## config.mk

```make
export PLATFORM = sky130hd
export DESIGN_NAME = uart_echo_buf
export DESIGN_NICKNAME = d
export VERILOG_FILES = /design/src/rtl/uart_echo_buf.sv
export SDC_FILE = /design/constraint.sdc
export NUM_CORES = 1
export LEC_CHECK = 0
export ABC_AREA = 0
export BUFFER_PORTS_ARGS = -buffer_cell sky130_fd_sc_hd__buf_2
export CAP_MARGIN = 20
export CORE_UTILIZATION = 40
export CTS_CLUSTER_SIZE = 25
export DETAILED_ROUTE_END_ITERATION = 8
export SYNTH_ARGS = -nofsm -noshare
export SYNTH_HDL_FRONTEND = slang
export SYNTH_SLANG_ARGS = --single-unit
```

## constraint.sdc

```tcl
create_clock -name clk -period 3.6 [get_ports clk]
set_clock_uncertainty 0.05 [all_clocks]
set_input_delay 0.18 -clock clk [delete_from_list [all_inputs] [get_ports clk]]
set_output_delay 0.18 -clock clk [all_outputs]
set_load 0.02 [all_outputs]
```

## src/rtl/uart_echo_buf.sv

```systemverilog
// UART echo buffer: queues received characters in a FIFO and replays them to the
// transmitter, either per character or a whole line at a time once TERM arrives.
module uart_echo_buf #(
  parameter int          DATA_BITS = 8,
  parameter int          DEPTH     = 16,
  parameter int          LINE_MODE = 0,
  parameter int unsigned TERM      = 8'h0D,
  parameter int unsigned LED_HOLD  = 8_000_000
) (
  input  logic                   clk,
  input  logic                   rst,
  input  logic [DATA_BITS-1:0]   rx_data,
  input  logic                   rx_valid,
  output logic                   rx_flush,
  output logic [DATA_BITS-1:0]   tx_data,
  output logic                   tx_enable,
  input  logic                   tx_busy,
  output logic [$clog2(DEPTH):0] fifo_count,
  output logic                   overflow,
  output logic                   led_rx
);

  localparam int AW = $clog2(DEPTH);
  localparam int CW = AW + 1;
  localparam int LW = $clog2(LED_HOLD + 1);
  localparam logic [CW-1:0]        FULL     = CW'(DEPTH);
  localparam logic [DATA_BITS-1:0] TERM_CHR = DATA_BITS'(TERM);
  localparam logic [LW-1:0]        LED_LOAD = LW'(LED_HOLD);

  typedef enum logic [2:0] {IDLE, LOAD, START, WAIT_HI, WAIT_LO} state_t;

  state_t               state_q, state_d;
  logic [AW-1:0]        wr_ptr_q, wr_ptr_d, rd_ptr_q, rd_ptr_d;
  logic [CW-1:0]        count_q, count_d, term_q, term_d;
  logic [DATA_BITS-1:0] tx_data_q, tx_data_d;
  logic [1:0]           wait_cnt_q, wait_cnt_d;
  logic [LW-1:0]        led_cnt_q, led_cnt_d;
  logic                 overflow_q, overflow_d;
  logic                 rx_flush_q, rx_flush_d;
  logic                 force_q, force_d;
  logic [DATA_BITS-1:0] mem_q [DEPTH];

  logic pop, wr_en, term_push, term_pop, full_noterm, permit;

  always_ff @(posedge clk) begin
    if (wr_en) mem_q[wr_ptr_q] <= rx_data;
  end

  always_ff @(posedge clk) begin
    if (rst) begin
      state_q    <= IDLE;
      wr_ptr_q   <= '0;
      rd_ptr_q   <= '0;
      count_q    <= '0;
      term_q     <= '0;
      tx_data_q  <= '0;
      wait_cnt_q <= '0;
      led_cnt_q  <= '0;
      overflow_q <= 1'b0;
      rx_flush_q <= 1'b0;
      force_q    <= 1'b0;
    end else begin
      state_q    <= state_d;
      wr_ptr_q   <= wr_ptr_d;
      rd_ptr_q   <= rd_ptr_d;
      count_q    <= count_d;
      term_q     <= term_d;
      tx_data_q  <= tx_data_d;
      wait_cnt_q <= wait_cnt_d;
      led_cnt_q  <= led_cnt_d;
      overflow_q <= overflow_d;
      rx_flush_q <= rx_flush_d;
      force_q    <= force_d;
    end
  end

  // A pop in LOAD frees a slot in the same cycle, so a write at full still fits.
  always_comb begin
    pop       = (state_q == LOAD);
    wr_en     = !rst && rx_valid && ((count_q != FULL) || pop);
    term_push = wr_en && (rx_data == TERM_CHR);
    term_pop  = pop && (mem_q[rd_ptr_q] == TERM_CHR);

    wr_ptr_d = wr_en ? wr_ptr_q + 1'b1 : wr_ptr_q;
    rd_ptr_d = pop   ? rd_ptr_q + 1'b1 : rd_ptr_q;

    count_d = count_q;
    if (wr_en && !pop)      count_d = count_q + 1'b1;
    else if (!wr_en && pop) count_d = count_q - 1'b1;

    term_d = term_q;
    if (term_push && !term_pop)      term_d = term_q + 1'b1;
    else if (!term_push && term_pop) term_d = term_q - 1'b1;

    overflow_d = overflow_q || (rx_valid && (count_q == FULL) && !pop);
    rx_flush_d = rx_valid;
    led_cnt_d  = wr_en ? LED_LOAD : ((led_cnt_q != '0) ? led_cnt_q - 1'b1 : led_cnt_q);
  end

  // A full buffer with no terminator would stall forever in line mode, so it is
  // drained completely (including late arrivals) before line gating resumes.
  always_comb begin
    full_noterm = (LINE_MODE != 0) && (count_q == FULL) && (term_q == '0);
    force_d     = (LINE_MODE != 0) && (force_q || full_noterm) && (count_d != '0);
    if (LINE_MODE == 0) permit = (count_q != '0);
    else                permit = (term_q != '0) || force_q || full_noterm;
  end

  always_comb begin
    state_d    = state_q;
    tx_data_d  = tx_data_q;
    wait_cnt_d = wait_cnt_q;
    unique case (state_q)
      IDLE:    if (permit && !tx_busy) state_d = LOAD;
      LOAD: begin
        tx_data_d = mem_q[rd_ptr_q];
        state_d   = START;
      end
      START: begin
        wait_cnt_d = '0;
        state_d    = WAIT_HI;
      end
      WAIT_HI: begin
        if (tx_busy || (wait_cnt_q == 2'd3)) state_d = WAIT_LO;
        else                                 wait_cnt_d = wait_cnt_q + 1'b1;
      end
      WAIT_LO: if (!tx_busy) state_d = IDLE;
      default: state_d = IDLE;
    endcase
  end

  assign fifo_count = count_q;
  assign overflow   = overflow_q;
  assign rx_flush   = rx_flush_q;
  assign tx_data    = tx_data_q;
  assign tx_enable  = (state_q == START);
  assign led_rx     = (led_cnt_q != '0);

endmodule

```

Word level (Yosys, flattened, before mapping)
Memory sizes are Yosys's and may differ from the RTL's. A register that Yosys moved wholly into a read port is not among the register bits. Index checks and enable logic that the tools add are counted.

Logic and storage cells: 62. Memories kept: 1. Input port bits: 12. Output and inout port bits: 17. Register bits: 43. Memory bits (writable): 128.

Memories: mem_q (depth 16, width 8, rd ports 1, clocked after Yosys merged registers in 1, wr ports 1, RTL line 41) `logic [DATA_BITS-1:0] mem_q [DEPTH];`.

Reduce and logical (&&, ||, !) cells: 23. Multiplexer cells: 12. Eq/ne operators: 11. Add/subtract/negate cells: 6.

Operators with widths (number): two-way mux 23 bit (2); nonzero test 23 bit (1); subtractor 23 x 1 -> 23 bit (second input constant) (1); case mux 3 bit (5 select lines) (1); two-way mux 5 bit (2); two-way mux 3 bit (3); adder 4 x 1 -> 4 bit (second input constant) (2); inequality test 2 bit (second input constant) (4); logical AND 1 bit (7); equality test 3 x 2 -> 1 bit (second input constant) (2); nonzero test 2 bit (3); adder 5 x 1 -> 5 bit (second input constant) (1); equality test 5 bit (second input constant) (1); inequality test 5 bit (second input constant) (1); nonzero test 5 bit (1); subtractor 5 x 1 -> 5 bit (second input constant) (1); logical NOT 1 bit (4); case mux 2 bit (2 select lines) (1); equality test 3 x 1 -> 1 bit (second input constant) (1); equality test 3 bit (second input constant) (1); logical NOT 3 bit (1); logical OR 1 bit (3); AND reduction 3 bit (1); adder 2 x 1 -> 2 bit (second input constant) (1); other kinds (5) (6).

Longest topological paths before layout
Gate-level depths: netlist (run 1).

Depth in word-level cells: 7. Mapped depth: 13. Gate-level depth less buffers: 13.

Worst setup path after synthesis (run 1)
Ideal clock, no wire load.

Path kind: register to register. From: reg count_q[0] (netlist: fifo_count[0]). To: reg count_q[4] (netlist: fifo_count[4]). Data required time: 3.480 ns. Library setup time: 0.070 ns. Path buffers: 0. Path slack: 0.658 ns. Clock period less this slack: 2.942 ns. Arrival time: 2.821 ns. Stages on the path, launching flop included: 13. Cell sequence: dfxtp_1 > nor4_1 > nand3_1 > nand2_1 > clkinv_1 > ha_1 > inv_1 > ha_1 > a21o_1 > a21oi_1 > xnor2_1 > or3_1 > a21oi_1.

Cells in the longest elaborated chain, start to end: 6. Elaborated cells between the ends (all ways): 11. Classes of those cells: 2 x add/sub; 1 x eq/ne; 2 x mux; 6 x reduce/logical.

RTL lines: start: declaration (RTL line 34) `logic [CW-1:0] count_q, count_d, term_q, term_d;`; start signal: assignment (RTL line 66) `count_q <= count_d;`; inequality test 5 bit * (RTL line 80) `wr_en = !rst && rx_valid && ((count_q != FULL) || pop);`; logical OR 1 bit * (RTL line 80); logical AND 1 bit * (RTL line 80); net wr_en (RTL line 43) `logic pop, wr_en, term_push, term_pop, full_noterm, permit;`; logical NOT 1 bit (RTL line 89) `else if (!wr_en && pop) count_d = count_q - 1'b1;`; logical AND 1 bit (RTL line 89); nonzero test 2 bit (no line).

Mark *: on every way through the listed nets, which the timed path passes. The rest lies on a longest branch. The select of a mux whose other input is x is not followed. A chain may end at the register's enable or synchronous reset.

Final worst setup path (run 1)
Same ends and word-level chain as after synthesis.

==> results of run 1 <==
[repair_timing]
action | 4_1_cts | 5_1_grt
hold endpoints to repair | 1 | 0
setup buffers | 0 | 0
resized for setup | 0 | 3
endpoints found under the setup margin | 0 | 1
hold buffers | 2 | 0
[synthesized netlist by cell type (2+ instances only)]
cell type                    n  area, sq um
sky130_fd_sc_hd__or4_4       2        22.52
sky130_fd_sc_hd__xnor2_1     9        78.83
sky130_fd_sc_hd__or3_1       3        18.77
sky130_fd_sc_hd__o211ai_1    6        45.04
sky130_fd_sc_hd__nor3_1     10        50.05
sky130_fd_sc_hd__mux4_2     32        720.7
sky130_fd_sc_hd__buf_2       2        10.01
sky130_fd_sc_hd__a22o_1     16        140.1
sky130_fd_sc_hd__edfxtp_1  128         3844
sky130_fd_sc_hd__nand3_1     4        20.02
sky130_fd_sc_hd__o21ai_0    18        90.09
sky130_fd_sc_hd__ha_1       12        150.1
sky130_fd_sc_hd__a31oi_1     5        31.28
sky130_fd_sc_hd__dfxtp_1    51         1021
sky130_fd_sc_hd__mux2i_1     2        20.02
sky130_fd_sc_hd__or4_2       2        17.52
sky130_fd_sc_hd__xor2_1     16        140.1
sky130_fd_sc_hd__nor3b_1     2        15.01
sky130_fd_sc_hd__a211oi_1    2        15.01
sky130_fd_sc_hd__nand2_1    23        86.33
sky130_fd_sc_hd__nor2b_1     5        31.28
sky130_fd_sc_hd__inv_1       9        33.78
sky130_fd_sc_hd__a21oi_1    23        115.1
sky130_fd_sc_hd__buf_1       6        22.52
sky130_fd_sc_hd__nand2b_1    3        18.77
sky130_fd_sc_hd__a21o_1      3        22.52
sky130_fd_sc_hd__nor2_1     52        195.2
sky130_fd_sc_hd__clkbuf_1   14        52.55
sky130_fd_sc_hd__nand4_1     6        37.54
sky130_fd_sc_hd__or4_1       2        15.01
sky130_fd_sc_hd__o31ai_1     2        15.01
sky130_fd_sc_hd__nor4_1      6        37.54
[worst register-to-register path, cell delays in order, from the launching register on]
cell                         delay (ns)
sky130_fd_sc_hd__dfxtp_1           0.37
sky130_fd_sc_hd__nor4_1            0.41
sky130_fd_sc_hd__nand3_1           0.19
sky130_fd_sc_hd__nand2_1           0.31
sky130_fd_sc_hd__clkinvlp_4        0.28
sky130_fd_sc_hd__ha_1              0.29
sky130_fd_sc_hd__inv_1             0.15
sky130_fd_sc_hd__ha_1              0.30
sky130_fd_sc_hd__a21o_1            0.20
sky130_fd_sc_hd__a21oi_1           0.16
sky130_fd_sc_hd__xnor2_1           0.09
sky130_fd_sc_hd__or3_1             0.30
sky130_fd_sc_hd__a21oi_1           0.14
[cells by family after synthesis]
kind of cell / after synthesis
flip-flops: 179
AND/OR/NAND/NOR: 127
AO/OA/AOI/OAI: 82
multiplexers: 34
buffers and inverters: 33
XOR/XNOR: 25
adder cells (fa/ha/maj): 13
[state kept, by name, summed over array words and instances (netlist names)]
signal / cells
rd_ptr_q: 4
wait_cnt_q: 2
tx_data: 8
overflow: 1
wr_ptr_q: 4
state_q: 3
mem_q: 128
rx_flush: 1
fifo_count: 5
led_cnt_q: 23
[routing by layer]
metal  vias to the layer above  routed length, um
li1                       1973                  -
met1                      2074               6245
met2                        80               7193
met3                         9                527
met4                         0                146
met5                         -                  0
[final timing paths]
path | start | to | slack, ns | cells past startpoint
setup / recovery | fifo_count[0]$_SDFFE_PP0P_ | fifo_count[4]$_SDFFE_PP0P_ | 0.30 | 12
hold reg to reg | overflow$_SDFF_PP0_ | overflow$_SDFF_PP0_ | 0.43 | 2
hold / removal | tx_busy | state_q[2]$_SDFFE_PP0P_ | 0.03 | 3
setup reg to reg | fifo_count[0]$_SDFFE_PP0P_ | fifo_count[4]$_SDFFE_PP0P_ | 0.30 | 12
[power groups by stage]
stage | logic, mW | registers, mW | clock network, mW
floorplan | 1.38 | 2.64 | 0
global placement | 1.74 | 2.66 | 0
detailed placement | 1.77 | 2.67 | 0
CTS | 1.79 | 2.63 | 1.86
global route | 1.96 | 2.66 | 1.94
finish | 1.78 | 2.63 | 1.82
[metrics by stage]
step / cells / worst slack, ns / hold WS (ns) / total power [mW]
after floorplan: 493 / 0.6585 / 0.2289 / 4.018
after global placement: 739 / 0.3771 / 0.3295 / 4.396
after detailed placement: 739 / 0.2634 / 0.3320 / 4.446
after CTS: 773 / 0.2103 / 0.01046 / 6.279
after global routing: 773 / 0.03832 / 0.05284 / 6.558
final: 773 / 0.3033 / 0.03330 / 6.225
[layout make-up]
type	count	area share
flip-flops and latches	179	0.5837
multi-input cells	281	0.2768
clock buffers	17	0.05103
well taps	229	0.03437
repair buffers	42	0.03002
clock inverters	15	0.01921
inverters	10	0.004953
==> flow_summary.html, run 1 <==
<table>
<tr><th>Metric</th><th>Value</th></tr>
<tr><th colspan="2">Outcome</th></tr>
<tr><td>Status</td><td>finished clean</td></tr>
<tr><th colspan="2">Layout</th></tr>
<tr><td>Commonest cells after routing, fill and taps aside</td><td>128 x sky130_fd_sc_hd__edfxtp_1, 52 x sky130_fd_sc_hd__nor2_1, 50 x sky130_fd_sc_hd__dfxtp_1, 32 x sky130_fd_sc_hd__mux4_2, 28 x sky130_fd_sc_hd__buf_2</td></tr>
<tr><td>Layout cell share with drive strength beyond 1</td><td>0.2132</td></tr>
<tr><td>Flip-flop and latch area</td><td>4866 sq um</td></tr>
<tr><td>Most common cell after layout, fill and taps aside</td><td>sky130_fd_sc_hd__edfxtp_1</td></tr>
<tr><td>Net count of the finished layout</td><td>556</td></tr>
<tr><td>Post-Route Utilization</td><td>0.4657</td></tr>
<tr><td>Multi-input logic area</td><td>~2300 sq um</td></tr>
<tr><td>Diodes inserted</td><td>0</td></tr>
<tr><td>Fill count</td><td>around 1600</td></tr>
<tr><td>Relative area change from synthesis to final layout</td><td>14.19%</td></tr>
<tr><td>Design area</td><td>8337 sq um</td></tr>
<tr><th colspan="2">Setup path</th></tr>
<tr><td>Startpoint-to-endpoint class of the critical path</td><td>flip-flop to flip-flop</td></tr>
<tr><td>Critical Path End Type</td><td>flip-flop</td></tr>
<tr><td>Worst Path Arrival</td><td>3.60 ns</td></tr>
<tr><td>Startpoint Class</td><td>flip-flop</td></tr>
<tr><td>Cell class contributing the biggest share of worst-path delay</td><td>simple AND/OR/NAND/NOR gates</td></tr>
<tr><td>CP cell instances</td><td>nor4_1 &gt; nand3_1 &gt; nand2_1 &gt; clkinvlp_4 &gt; ha_1 &gt; inv_1 &gt; ha_1 &gt; a21o_1 &gt; a21oi_1 &gt; xnor2_1 &gt; or3_1 &gt; a21oi_1</td></tr>
<tr><td>Critical path required time</td><td>3.90 ns</td></tr>
<tr><td>Critical path buffers and inverters</td><td>2</td></tr>
<tr><td>Slowest library cell on the worst path</td><td>sky130_fd_sc_hd__nor4_1</td></tr>
<tr><td>Largest fanout of any net on the critical path</td><td>9</td></tr>
<tr><td>Peak per-stage delay on the critical path</td><td>0.41 ns</td></tr>
<tr><th colspan="2">STA</th></tr>
<tr><td>Number of max-slew violations in the final report</td><td>0</td></tr>
<tr><td>Endpoints failing setup</td><td>0</td></tr>
<tr><td>Maximum clock rate</td><td>303.3 MHz</td></tr>
<tr><td>Unrepaired setup endpoints after global routing</td><td>false</td></tr>
<tr><td>Tmin final</td><td>around 3.3 ns</td></tr>
<tr><td>Rel. slew slack</td><td>0.3636</td></tr>
<tr><td>Actual transition at the worst max-transition pin</td><td>roughly 0.95 ns</td></tr>
<tr><td>Post-route fraction of the period consumed by the critical path</td><td>0.9158</td></tr>
<tr><td>Accumulated negative setup slack</td><td>0 ns</td></tr>
<tr><td>Final Hold Violating Endpoints</td><td>0</td></tr>
<tr><th colspan="2">Clocking</th></tr>
<tr><td>Clock tree from TritonCTS</td><td>yes</td></tr>
<tr><td>Clock sink total</td><td>179</td></tr>
<tr><td>Register clock-pin slew on the reported worst setup and hold paths</td><td>approximately 0.060 ns</td></tr>
<tr><td>Count of H-tree levels built during CTS</td><td>4</td></tr>
<tr><td>Clock Tree Root</td><td>sky130_fd_sc_hd__clkbuf_16</td></tr>
<tr><td>Clock buffer depth</td><td>2</td></tr>
<tr><td>Insertion delay to the later sink of the worst-skew pair</td><td>about 0.43 ns</td></tr>
<tr><td>Number of CTS-inserted buffers</td><td>17</td></tr>
<tr><th colspan="2">Global route</th></tr>
<tr><td>Antenna violations before repair</td><td>0</td></tr>
<tr><td>Wire length of the first global-routing pass</td><td>22120 um</td></tr>
<tr><td>Maximum number of pins on one net before global-route repair</td><td>36</td></tr>
<tr><td>Global-route met3 utilization</td><td>0.03000</td></tr>
<tr><td>Met1 usage in global routing</td><td>0.2098</td></tr>
<tr><td>Total congestion overflow</td><td>0</td></tr>
<tr><td>Gr usage total</td><td>0.1631</td></tr>
<tr><td>Grt met2 use</td><td>0.2744</td></tr>
<tr><td>Most congested layer reported by global routing</td><td>met2</td></tr>
<tr><td>Number of global-route vias before repair</td><td>between 4000 and 5000</td></tr>
<tr><th colspan="2">Power and ir drop</th></tr>
<tr><td>Leakage Power</td><td>2.844 nW</td></tr>
<tr><td>Worst vdd rail ir drop</td><td>513.0 uV</td></tr>
<tr><td>P per Cell Area</td><td>746.7 nW/um^2</td></tr>
<tr><td>Switching fraction of total power</td><td>0.3243</td></tr>
<tr><td>Portion of total power attributed to combinational logic</td><td>0.285</td></tr>
<tr><td>Internal Power</td><td>4.206 mW</td></tr>
<tr><td>Switching Power</td><td>slightly above 2 mW</td></tr>
<tr><td>Reg power frac</td><td>0.422</td></tr>
<tr><td>Clock share of power</td><td>0.293</td></tr>
<tr><th colspan="2">Floorplanning</th></tr>
<tr><td>Die Wd</td><td>137.1 um</td></tr>
<tr><td>Number of standard-cell rows in the floorplan</td><td>49</td></tr>
<tr><td>Top-level I/O count</td><td>29</td></tr>
<tr><td>Core Footprint</td><td>approximately 18000 sq um</td></tr>
<tr><td>Effective utilization at floorplan</td><td>0.4078</td></tr>
<tr><td>Area of the die</td><td>18800 sq um</td></tr>
<tr><td>Vert. Die Dim</td><td>approximately 140 um</td></tr>
<tr><th colspan="2">Synthesis</th></tr>
<tr><td>Adder-cell area share of the yosys netlist</td><td>0.02331</td></tr>
<tr><td>Synth Area in Compound Gates</td><td>0.07301</td></tr>
<tr><td>Count of flip-flops with a built-in enable after synthesis</td><td>128</td></tr>
<tr><td>Largest family of logic cells by synthesized area</td><td>multiplexers</td></tr>
<tr><td>Mean area per synthesized cell</td><td>14.81 sq um</td></tr>
<tr><td>Syn_nets</td><td>518</td></tr>
<tr><td>Async set or reset register ratio after synthesis</td><td>0</td></tr>
<tr><td>Portion of netlist area occupied by mux cells</td><td>0.1015</td></tr>
<tr><td>Most common flop cell mapped by yosys</td><td>sky130_fd_sc_hd__edfxtp_1</td></tr>
<tr><td>Sequential share of the synthesized area</td><td>0.6663</td></tr>
<tr><td>Count of state elements after synthesis</td><td>roughly 180</td></tr>
<tr><td>Netlist area before placement</td><td>7301 sq um</td></tr>
<tr><td>Xor and xnor fraction of the mapped netlist area</td><td>0.02999</td></tr>
<tr><td>Synth Instances</td><td>around 490</td></tr>
<tr><td>Area fraction in and, or, nand and nor cells after synthesis</td><td>0.08757</td></tr>
<tr><td>Yosys warning total</td><td>0</td></tr>
<tr><td>Synth unique cells</td><td>slightly below 50</td></tr>
<tr><th colspan="2">Placed design</th></tr>
<tr><td>Placed wire-length estimate after detailed placement</td><td>about 9200 um</td></tr>
<tr><td>Final Wtd Congestion</td><td>0.7809</td></tr>
<tr><td># port buffers</td><td>28</td></tr>
<tr><td>Cell Area, Placed</td><td>a little under 8000 sq um</td></tr>
<tr><th colspan="2">Drt</th></tr>
<tr><td>Count of unresolved DRC violations after routing</td><td>0</td></tr>
<tr><td>Number of DRC markers in iteration 0</td><td>311</td></tr>
<tr><td>Antenna Violating Nets Remaining</td><td>0</td></tr>
<tr><td>DRT Wirelength</td><td>~14000 um</td></tr>
<tr><td>Via total after detailed routing</td><td>approximately 4100</td></tr>
<tr><td>Post-DR wirelength/cell</td><td>between 15 and 20 um</td></tr>
<tr><td>Number of detailed-route iterations in the first pass</td><td>4</td></tr>
<tr><td>Via-per-instance ratio</td><td>5.351</td></tr>
<tr><th colspan="2">Worst hold path</th></tr>
<tr><td>Path type of the worst min-delay path</td><td>input pin to flip-flop</td></tr>
<tr><th colspan="2">Flow run</th></tr>
<tr><td>Total of max-cap violations</td><td>0</td></tr>
</table>
(Power assumes the default switching activity.)
==> run 2: changes to the inputs <==
==> constraint.sdc (replaced) <==
create_clock -name clk -period 3.6 [get_ports clk]
set_clock_uncertainty 0.05 [all_clocks]
set_input_delay 0.72 -clock clk [delete_from_list [all_inputs] [get_ports clk]]
set_output_delay 0.72 -clock clk [all_outputs]
set_load 0.02 [all_outputs]
==> run 2 against run 1 <==
  * Clock-buffer cell count unchanged
  * Die area unchanged
  * Cell count increased by 0.52%
  * Maximum frequency increased by 1.4%
  * Cell area increased by 1.2%
  * Register-to-register slack improved by 0.08 ns
  * Worst hold slack improved by 0.38 ns
  * Clock power increased by 8%
  * Critical path type is now flip-flop to output port
  * Setup slack improved by 0.046 ns
  * Combinational power increased by 2%
  * Core utilization increased by 0.58 points
  * First-iteration DRC count decreased by 13%
  * Highest routed layer unchanged
==> flow_summary.html, run 2 (synthesized netlist as in run 1, its figures left out) <==
<table>
<tr><th>Metric</th><th>Value</th></tr>
<tr><th colspan="2">STA</th></tr>
<tr><td>Accumulated negative setup slack</td><td>0 ns</td></tr>
<tr><td>Tmin final</td><td>3.251 ns</td></tr>
<tr><td>Actual transition at the worst max-transition pin</td><td>0.9115 ns</td></tr>
<tr><td>Rel. slew slack</td><td>0.3901</td></tr>
<tr><td>Maximum clock rate</td><td>307.6 MHz</td></tr>
<tr><td>Final critical-path setup slack</td><td>0.3494 ns</td></tr>
<tr><td>Number of max-slew violations in the final report</td><td>0</td></tr>
<tr><td>Unrepaired setup endpoints after global routing</td><td>false</td></tr>
<tr><td>Final Hold Violating Endpoints</td><td>0</td></tr>
<tr><td>Final hold slack</td><td>0.4163 ns</td></tr>
<tr><td>Endpoints failing setup</td><td>0</td></tr>
<tr><td>Post-route fraction of the period consumed by the critical path</td><td>0.9029</td></tr>
<tr><th colspan="2">Placed design</th></tr>
<tr><td>Cell Area, Placed</td><td>7780 sq um</td></tr>
<tr><td># port buffers</td><td>28</td></tr>
<tr><td>Placed wire-length estimate after detailed placement</td><td>9335 um</td></tr>
<tr><td>Final Wtd Congestion</td><td>0.7722</td></tr>
<tr><td>Worst slack at placement</td><td>0.2330 ns</td></tr>
<tr><th colspan="2">Power and ir drop</th></tr>
<tr><td>Internal Power</td><td>roughly 4.3 mW</td></tr>
<tr><td>Reg power frac</td><td>0.406</td></tr>
<tr><td>Clock share of power</td><td>0.309</td></tr>
<tr><td>Leakage Power</td><td>between 2 and 3 nW</td></tr>
<tr><td>Switching Power</td><td>2.060 mW</td></tr>
<tr><td>Switching fraction of total power</td><td>0.3233</td></tr>
<tr><td>P per Cell Area</td><td>between 700 and 800 nW/um^2</td></tr>
<tr><td>Worst vdd rail ir drop</td><td>472.1 uV</td></tr>
<tr><td>Portion of total power attributed to combinational logic</td><td>0.286</td></tr>
<tr><th colspan="2">Setup path</th></tr>
<tr><td>Critical path required time</td><td>2.83 ns</td></tr>
<tr><td>Startpoint Class</td><td>flip-flop</td></tr>
<tr><td>Worst Path Arrival</td><td>2.48 ns</td></tr>
<tr><td>Largest fanout of any net on the critical path</td><td>11</td></tr>
<tr><td>Critical Path End Type</td><td>output port</td></tr>
<tr><td>Startpoint-to-endpoint class of the critical path</td><td>flip-flop to output port</td></tr>
<tr><th colspan="2">Global route</th></tr>
<tr><td>Gr usage total</td><td>0.1665</td></tr>
<tr><td>Wire length of the first global-routing pass</td><td>22490 um</td></tr>
<tr><td>Total congestion overflow</td><td>0</td></tr>
<tr><td>Maximum number of pins on one net before global-route repair</td><td>36</td></tr>
<tr><td>Number of global-route vias before repair</td><td>between 4000 and 5000</td></tr>
<tr><td>Antenna violations before repair</td><td>0</td></tr>
<tr><th colspan="2">Clocking</th></tr>
<tr><td>Count of H-tree levels built during CTS</td><td>4</td></tr>
<tr><td>Clock Tree Root</td><td>sky130_fd_sc_hd__clkbuf_16</td></tr>
<tr><td>Number of buffers inserted for hold repair after clock tree synthesis</td><td>0</td></tr>
<tr><td>Number of CTS-inserted buffers</td><td>17</td></tr>
<tr><td>Insertion delay to the later sink of the worst-skew pair</td><td>0.43 ns</td></tr>
<tr><td>Register clock-pin slew on the reported worst setup and hold paths</td><td>roughly 0.070 ns</td></tr>
<tr><td>Clock buffer depth</td><td>2</td></tr>
<tr><td>Clock sink total</td><td>179</td></tr>
<tr><td>Clock tree from TritonCTS</td><td>yes</td></tr>
<tr><th colspan="2">Layout</th></tr>
<tr><td>Relative area change from synthesis to final layout</td><td>15.61%</td></tr>
<tr><td>Net count of the finished layout</td><td>560</td></tr>
<tr><td>Diodes inserted</td><td>0</td></tr>
<tr><td>Max reg flops</td><td>roughly 130</td></tr>
<tr><td>Most common cell after layout, fill and taps aside</td><td>sky130_fd_sc_hd__edfxtp_1</td></tr>
<tr><td>Layout cell share with drive strength beyond 1</td><td>0.2245</td></tr>
<tr><td>Fill count</td><td>1540</td></tr>
<tr><td>Design area</td><td>between 8000 and 9000 sq um</td></tr>
<tr><td>Commonest cells after routing, fill and taps aside</td><td>128 x sky130_fd_sc_hd__edfxtp_1, 52 x sky130_fd_sc_hd__nor2_1, 50 x sky130_fd_sc_hd__dfxtp_1, 32 x sky130_fd_sc_hd__mux4_2, 28 x sky130_fd_sc_hd__buf_2</td></tr>
<tr><td>Post-Route Utilization</td><td>0.4715</td></tr>
<tr><td>Largest register by flop count</td><td>mem_q</td></tr>
<tr><th colspan="2">Drt</th></tr>
<tr><td>Count of unresolved DRC violations after routing</td><td>0</td></tr>
<tr><td>Antenna Violating Nets Remaining</td><td>0</td></tr>
<tr><td>Number of detailed-route iterations in the first pass</td><td>4</td></tr>
<tr><td>Via-per-instance ratio</td><td>5.394</td></tr>
<tr><td>Total length of routed met2 wires</td><td>roughly 7000 um</td></tr>
<tr><td>DRT Wirelength</td><td>14300 um</td></tr>
<tr><td>WL met3</td><td>549 um</td></tr>
<tr><td>Highest routing layer actually used</td><td>met4</td></tr>
<tr><td>Number of DRC markers in iteration 0</td><td>270</td></tr>
<tr><td>Post-DR wirelength/cell</td><td>between 15 and 20 um</td></tr>
<tr><td>Routed metal-1 wirelength</td><td>approximately 6300 um</td></tr>
<tr><td>Via total after detailed routing</td><td>4191</td></tr>
<tr><th colspan="2">Floorplanning</th></tr>
<tr><td>Number of standard-cell rows in the floorplan</td><td>49</td></tr>
<tr><td>Vert. Die Dim</td><td>137.1 um</td></tr>
<tr><td>Core Footprint</td><td>17900 sq um</td></tr>
<tr><td>Top-level I/O count</td><td>29</td></tr>
<tr><td>Area of the die</td><td>18800 sq um</td></tr>
<tr><td>Die Wd</td><td>137.1 um</td></tr>
<tr><td>Effective utilization at floorplan</td><td>0.4078</td></tr>
<tr><th colspan="2">Outcome</th></tr>
<tr><td>Status</td><td>finished clean</td></tr>
<tr><th colspan="2">Worst hold path</th></tr>
<tr><td>Path type of the worst min-delay path</td><td>flip-flop to flip-flop</td></tr>
<tr><th colspan="2">Flow run</th></tr>
<tr><td>Total of max-cap violations</td><td>0</td></tr>
</table>
-- run 2: cell types whose count changed in the layout (fill, tap and decap cells not counted), sizes merged --
cell,change
clkinvlp,-1
dlygate4sd3,-2
bufinv,+1
buf,+6
inv,-1
clkinv,+1
-- run 2: path summary, 6_finish.rpt --
check	endpoint	from	depth (start not counted)	slack, ns
worst min-delay path	tx_data[0]$_SDFFE_PP0N_	tx_data[0]$_SDFFE_PP0N_	2	0.42
worst max-delay path	led_rx	led_cnt_q[10]$_SDFFE_PP0P_	5	0.35
worst max register to register	fifo_count[4]$_SDFFE_PP0P_	state_q[2]$_SDFFE_PP0P_	13	0.38
worst min register to register	tx_data[0]$_SDFFE_PP0N_	tx_data[0]$_SDFFE_PP0N_	2	0.42
-- run 2: per-stage QoR --
step                total power [mW]  std cells
floorplan                      4.018        493
global placement               4.413        745
detailed placement             4.461        745
CTS                            6.428        777
global route                   6.728        777
finish                         6.372        777
-- run 2: timing repair --
action,4_1_cts,5_1_grt
endpoints found under the setup margin,0,1
hold endpoints to repair,0,0
buffers inserted,0,0
gates resized for setup,0,3
-- run 2: cell type report --
cell class / count / area (sq um) / share of cell area
clock buffers: 17 / 425.4 / 0.05040
well taps: 229 / 286.5 / 0.03395
flip-flops and latches: 179 / 4866 / 0.5765
multi-input cells: 281 / 2310 / 0.2736
repair buffers: 46 / 287.8 / 0.03409
inverters: 10 / 41.29 / 0.004892
clock inverters: 15 / 224.0 / 0.02653
-- run 2: metal layers --
layer / up-vias / track usage
met1: 2102 / 0.2111
met2: 87 / 0.2758
met4: 0 / 0.06960
met5: - / 0
met3: 25 / 0.03593
li1: 1977 / -
-- run 2: power groups by stage --
stage	combinational (mW)	sequential [mW]	clock (mW)
floorplan	1.38	2.64	0
global placement	1.80	2.61	0
detailed placement	1.83	2.63	0
CTS	1.84	2.58	2.00
global route	2.02	2.61	2.09
finish	1.82	2.58	1.97
-- run 2: critical path, cell delays in order (launching register included) --
cell and delay (ns):
sky130_fd_sc_hd__dfxtp_1 0.36, sky130_fd_sc_hd__or4_4 0.57, sky130_fd_sc_hd__or4_4 0.64, sky130_fd_sc_hd__nor2_1 0.18, sky130_fd_sc_hd__inv_1 0.12, sky130_fd_sc_hd__buf_2 0.18
==> run 3: changes to the inputs <==
--- a/config.mk
+++ b/config.mk
@@ -8,9 +8,11 @@
 export ABC_AREA = 0
 export BUFFER_PORTS_ARGS = -buffer_cell sky130_fd_sc_hd__buf_2
 export CAP_MARGIN = 20
-export CORE_UTILIZATION = 40
+export CORE_UTILIZATION = 60
 export CTS_CLUSTER_SIZE = 25
 export DETAILED_ROUTE_END_ITERATION = 8
+export GPL_ROUTABILITY_DRIVEN = 0
+export PLACE_DENSITY_LB_ADDON = 0.05
 export SYNTH_ARGS = -nofsm -noshare
 export SYNTH_HDL_FRONTEND = slang
 export SYNTH_SLANG_ARGS = --single-unit
==> run 3 against run 2 <==
  * The flow now finishes with violations (DRC)
  * Cell area decreased by 2.6%
  * Critical path depth up 9
  * Maximum frequency fell by 1.7%
  * Clock power down 6%
  * Via count rose by 0.62%
  * Register-to-register slack lost 0.09 ns
  * Die area is 33% lower
  * Cell count is 12% lower
  * Sequential power up 2%
  * Largest cell class unchanged
  * Highest routed layer unchanged
==> flow_summary.html, run 3 (synthesized netlist as in run 1, its figures left out) <==
<table>
<tr><th>Metric</th><th>Value</th></tr>
<tr><th colspan="2">Drt</th></tr>
<tr><td>Number of DRC markers in iteration 0</td><td>between 300 and 400</td></tr>
<tr><td>Number of detailed-route iterations in the first pass</td><td>6</td></tr>
<tr><td>Via total after detailed routing</td><td>4217</td></tr>
<tr><td>DRT Wirelength</td><td>13860 um</td></tr>
<tr><td>Post-DR wirelength/cell</td><td>20.24 um</td></tr>
<tr><td>Antenna Violating Nets Remaining</td><td>0</td></tr>
<tr><td>Via-per-instance ratio</td><td>between 6 and 7</td></tr>
<tr><td>Count of unresolved DRC violations after routing</td><td>2</td></tr>
<tr><th colspan="2">Clocking</th></tr>
<tr><td>Clock tree from TritonCTS</td><td>yes</td></tr>
<tr><td>Register clock-pin slew on the reported worst setup and hold paths</td><td>approximately 0.070 ns</td></tr>
<tr><td>Insertion delay to the later sink of the worst-skew pair</td><td>0.43 ns</td></tr>
<tr><td>Count of H-tree levels built during CTS</td><td>4</td></tr>
<tr><td>Number of CTS-inserted buffers</td><td>17</td></tr>
<tr><td>Setup Buffers After CTS</td><td>0</td></tr>
<tr><td>Clock buffer depth</td><td>2</td></tr>
<tr><td>Number of buffers inserted for hold repair after clock tree synthesis</td><td>0</td></tr>
<tr><td>Clock Tree Root</td><td>sky130_fd_sc_hd__clkbuf_16</td></tr>
<tr><td>Clock sink total</td><td>179</td></tr>
<tr><td>CTS-repair resized insts</td><td>0</td></tr>
<tr><th colspan="2">Layout</th></tr>
<tr><td>Diodes inserted</td><td>0</td></tr>
<tr><td>Design area</td><td>slightly above 8000 sq um</td></tr>
<tr><td>Count of non-filler cells in the finished layout</td><td>685</td></tr>
<tr><td>Fill count</td><td>777</td></tr>
<tr><td>Post-Route Utilization</td><td>0.7080</td></tr>
<tr><td>Layout cell share with drive strength beyond 1</td><td>0.2122</td></tr>
<tr><td>Net count of the finished layout</td><td>554</td></tr>
<tr><td>Commonest cells after routing, fill and taps aside</td><td>128 x sky130_fd_sc_hd__edfxtp_1, 52 x sky130_fd_sc_hd__nor2_1, 50 x sky130_fd_sc_hd__dfxtp_1, 32 x sky130_fd_sc_hd__mux4_2, 28 x sky130_fd_sc_hd__buf_2</td></tr>
<tr><td>Most common cell after layout, fill and taps aside</td><td>sky130_fd_sc_hd__edfxtp_1</td></tr>
<tr><td>Largest register by flop count</td><td>mem_q</td></tr>
<tr><td>Max reg flops</td><td>128</td></tr>
<tr><td>Relative area change from synthesis to final layout</td><td>12.63%</td></tr>
<tr><th colspan="2">Global route</th></tr>
<tr><td>Gr usage total</td><td>0.2432</td></tr>
<tr><td>Total congestion overflow</td><td>0</td></tr>
<tr><td>Number of global-route vias before repair</td><td>4263</td></tr>
<tr><td>Antenna violations before repair</td><td>0</td></tr>
<tr><td>Wire length of the first global-routing pass</td><td>approximately 22000 um</td></tr>
<tr><td>Maximum number of pins on one net before global-route repair</td><td>36</td></tr>
<tr><th colspan="2">Placed design</th></tr>
<tr><td>Dpl cells</td><td>around 650</td></tr>
<tr><td>Worst slack at placement</td><td>0.2569 ns</td></tr>
<tr><td>Cell Area, Placed</td><td>7627 sq um</td></tr>
<tr><td>Placed wire-length estimate after detailed placement</td><td>8987 um</td></tr>
<tr><td># port buffers</td><td>28</td></tr>
<tr><th colspan="2">Setup path</th></tr>
<tr><td>Startpoint-to-endpoint class of the critical path</td><td>flip-flop to flip-flop</td></tr>
<tr><td>Startpoint Class</td><td>flip-flop</td></tr>
<tr><td>Largest fanout of any net on the critical path</td><td>11</td></tr>
<tr><td>Critical path required time</td><td>between 3 and 4 ns</td></tr>
<tr><td>FF-to-FF path depth</td><td>14</td></tr>
<tr><td>Worst reg2reg startpoint</td><td>state_q[0]$_SDFFE_PP0P_</td></tr>
<tr><td>End of the worst register-to-register path</td><td>fifo_count[4]$_SDFFE_PP0P_</td></tr>
<tr><td>Critical Path End Type</td><td>flip-flop</td></tr>
<tr><td>Worst Path Arrival</td><td>between 3 and 4 ns</td></tr>
<tr><td>Reg-to-reg setup timing slack</td><td>0.29 ns</td></tr>
<tr><th colspan="2">STA</th></tr>
<tr><td>Maximum clock rate</td><td>302.4 MHz</td></tr>
<tr><td>Unrepaired setup endpoints after global routing</td><td>false</td></tr>
<tr><td>Final Hold Violating Endpoints</td><td>0</td></tr>
<tr><td>Tmin final</td><td>3.307 ns</td></tr>
<tr><td>Final hold slack</td><td>between 0.4 and 0.5 ns</td></tr>
<tr><td>Number of max-slew violations in the final report</td><td>0</td></tr>
<tr><td>Final critical-path setup slack</td><td>approximately 0.3 ns</td></tr>
<tr><td>Endpoints failing setup</td><td>0</td></tr>
<tr><td>Accumulated negative setup slack</td><td>0 ns</td></tr>
<tr><td>Post-route fraction of the period consumed by the critical path</td><td>0.9187</td></tr>
<tr><td>Rel. slew slack</td><td>0.4267</td></tr>
<tr><td>Actual transition at the worst max-transition pin</td><td>roughly 0.86 ns</td></tr>
<tr><th colspan="2">Floorplanning</th></tr>
<tr><td>Die Wd</td><td>112.3 um</td></tr>
<tr><td>Top-level I/O count</td><td>29</td></tr>
<tr><td>Area of the die</td><td>about 13000 sq um</td></tr>
<tr><td>Vert. Die Dim</td><td>112.3 um</td></tr>
<tr><td>Number of standard-cell rows in the floorplan</td><td>39</td></tr>
<tr><td>Effective utilization at floorplan</td><td>0.6286</td></tr>
<tr><td>Core Footprint</td><td>11610 sq um</td></tr>
<tr><th colspan="2">Outcome</th></tr>
<tr><td>Status</td><td>finished, violations left</td></tr>
<tr><td>Failing checks</td><td>DRC</td></tr>
<tr><th colspan="2">Worst hold path</th></tr>
<tr><td>HP Start</td><td>tx_data[6]$_SDFFE_PP0N_</td></tr>
<tr><td>Cell count of the worst hold path</td><td>2</td></tr>
<tr><td>Terminating pin of the worst hold path</td><td>tx_data[6]$_SDFFE_PP0N_</td></tr>
<tr><td>Path type of the worst min-delay path</td><td>flip-flop to flip-flop</td></tr>
<tr><th colspan="2">Power and ir drop</th></tr>
<tr><td>Total Power Consumption</td><td>6.258 mW</td></tr>
<tr><td>Leakage Power</td><td>2.835 nW</td></tr>
<tr><td>P per Cell Area</td><td>about 760 nW/um^2</td></tr>
<tr><td>Worst vdd rail ir drop</td><td>591.2 uV</td></tr>
<tr><th colspan="2">Flow run</th></tr>
<tr><td>Total of max-cap violations</td><td>0</td></tr>
</table>
run 3: changes by cell type in the layout (fill, tap and decap cells not counted), sizes merged:
| cell | previous run | this run |
|---|---|---|
| buf | 46 | 40 |
| clkinv | 6 | 4 |
| clkinvlp | 1 | 3 |
run 3: worst max-delay path, stage by stage (launching register included):
cell and delay [ns]:
sky130_fd_sc_hd__dfxtp_1 0.44, sky130_fd_sc_hd__nor3b_1 0.34, sky130_fd_sc_hd__inv_2 0.17, sky130_fd_sc_hd__nand3_1 0.17, sky130_fd_sc_hd__nand2_1 0.22, sky130_fd_sc_hd__clkinv_1 0.09
sky130_fd_sc_hd__buf_4 0.16, sky130_fd_sc_hd__ha_1 0.20, sky130_fd_sc_hd__inv_1 0.11, sky130_fd_sc_hd__fa_1 0.42, sky130_fd_sc_hd__a21o_1 0.18, sky130_fd_sc_hd__a21oi_1 0.17
sky130_fd_sc_hd__xnor2_1 0.09, sky130_fd_sc_hd__or3_1 0.30, sky130_fd_sc_hd__a21oi_1 0.14
run 3: worst max path at each step:
stage / startpoint / end / slack, ns / cells after the start
6_report: state_q[0]$_SDFFE_PP0P_ / fifo_count[4]$_SDFFE_PP0P_ / 0.29 / 14
5_1_grt: fifo_count[0]$_SDFFE_PP0P_ / fifo_count[4]$_SDFFE_PP0P_ / 0.003 / 13
4_1_cts: state_q[0]$_SDFFE_PP0P_ / fifo_count[4]$_SDFFE_PP0P_ / 0.22 / 14
3_5_place_dp: state_q[0]$_SDFFE_PP0P_ / fifo_count[4]$_SDFFE_PP0P_ / 0.26 / 14
3_3_place_gp: state_q[0]$_SDFFE_PP0P_ / fifo_count[4]$_SDFFE_PP0P_ / 0.40 / 14
2_1_floorplan: rst / fifo_count[4]$_SDFFE_PP0P_ / 0.57 / 12
run 3: per-layer routing:
| layer | track usage | wire length, um | up-vias |
|---|---|---|---|
| met5 | 0 | 0 | - |
| met4 | 0.09156 | 281 | 0 |
| met3 | 0.06479 | 723 | 18 |
| met2 | 0.3954 | 6982 | 118 |
| met1 | 0.3181 | 5876 | 2118 |
| li1 | - | - | 1963 |
run 3: cell type report:
type | instances | area (sq um) | area share
sequential | 179 | 4866 | 0.5918
multi-input combinational | 281 | 2302 | 0.2800
clock buffer | 17 | 425.4 | 0.05173
timing repair buffer | 40 | 242.7 | 0.02952
tap | 143 | 178.9 | 0.02176
clock inverter | 15 | 170.2 | 0.02069
inverter | 10 | 37.54 | 0.004565
run 3: where the power goes:
part / leakage, nW / switching [mW] / internal (mW)
Combinational: 0.978 / 0.945 / 0.842
Clock: 0.286 / 0.812 / 1.04
Sequential: 1.57 / 0.224 / 2.39
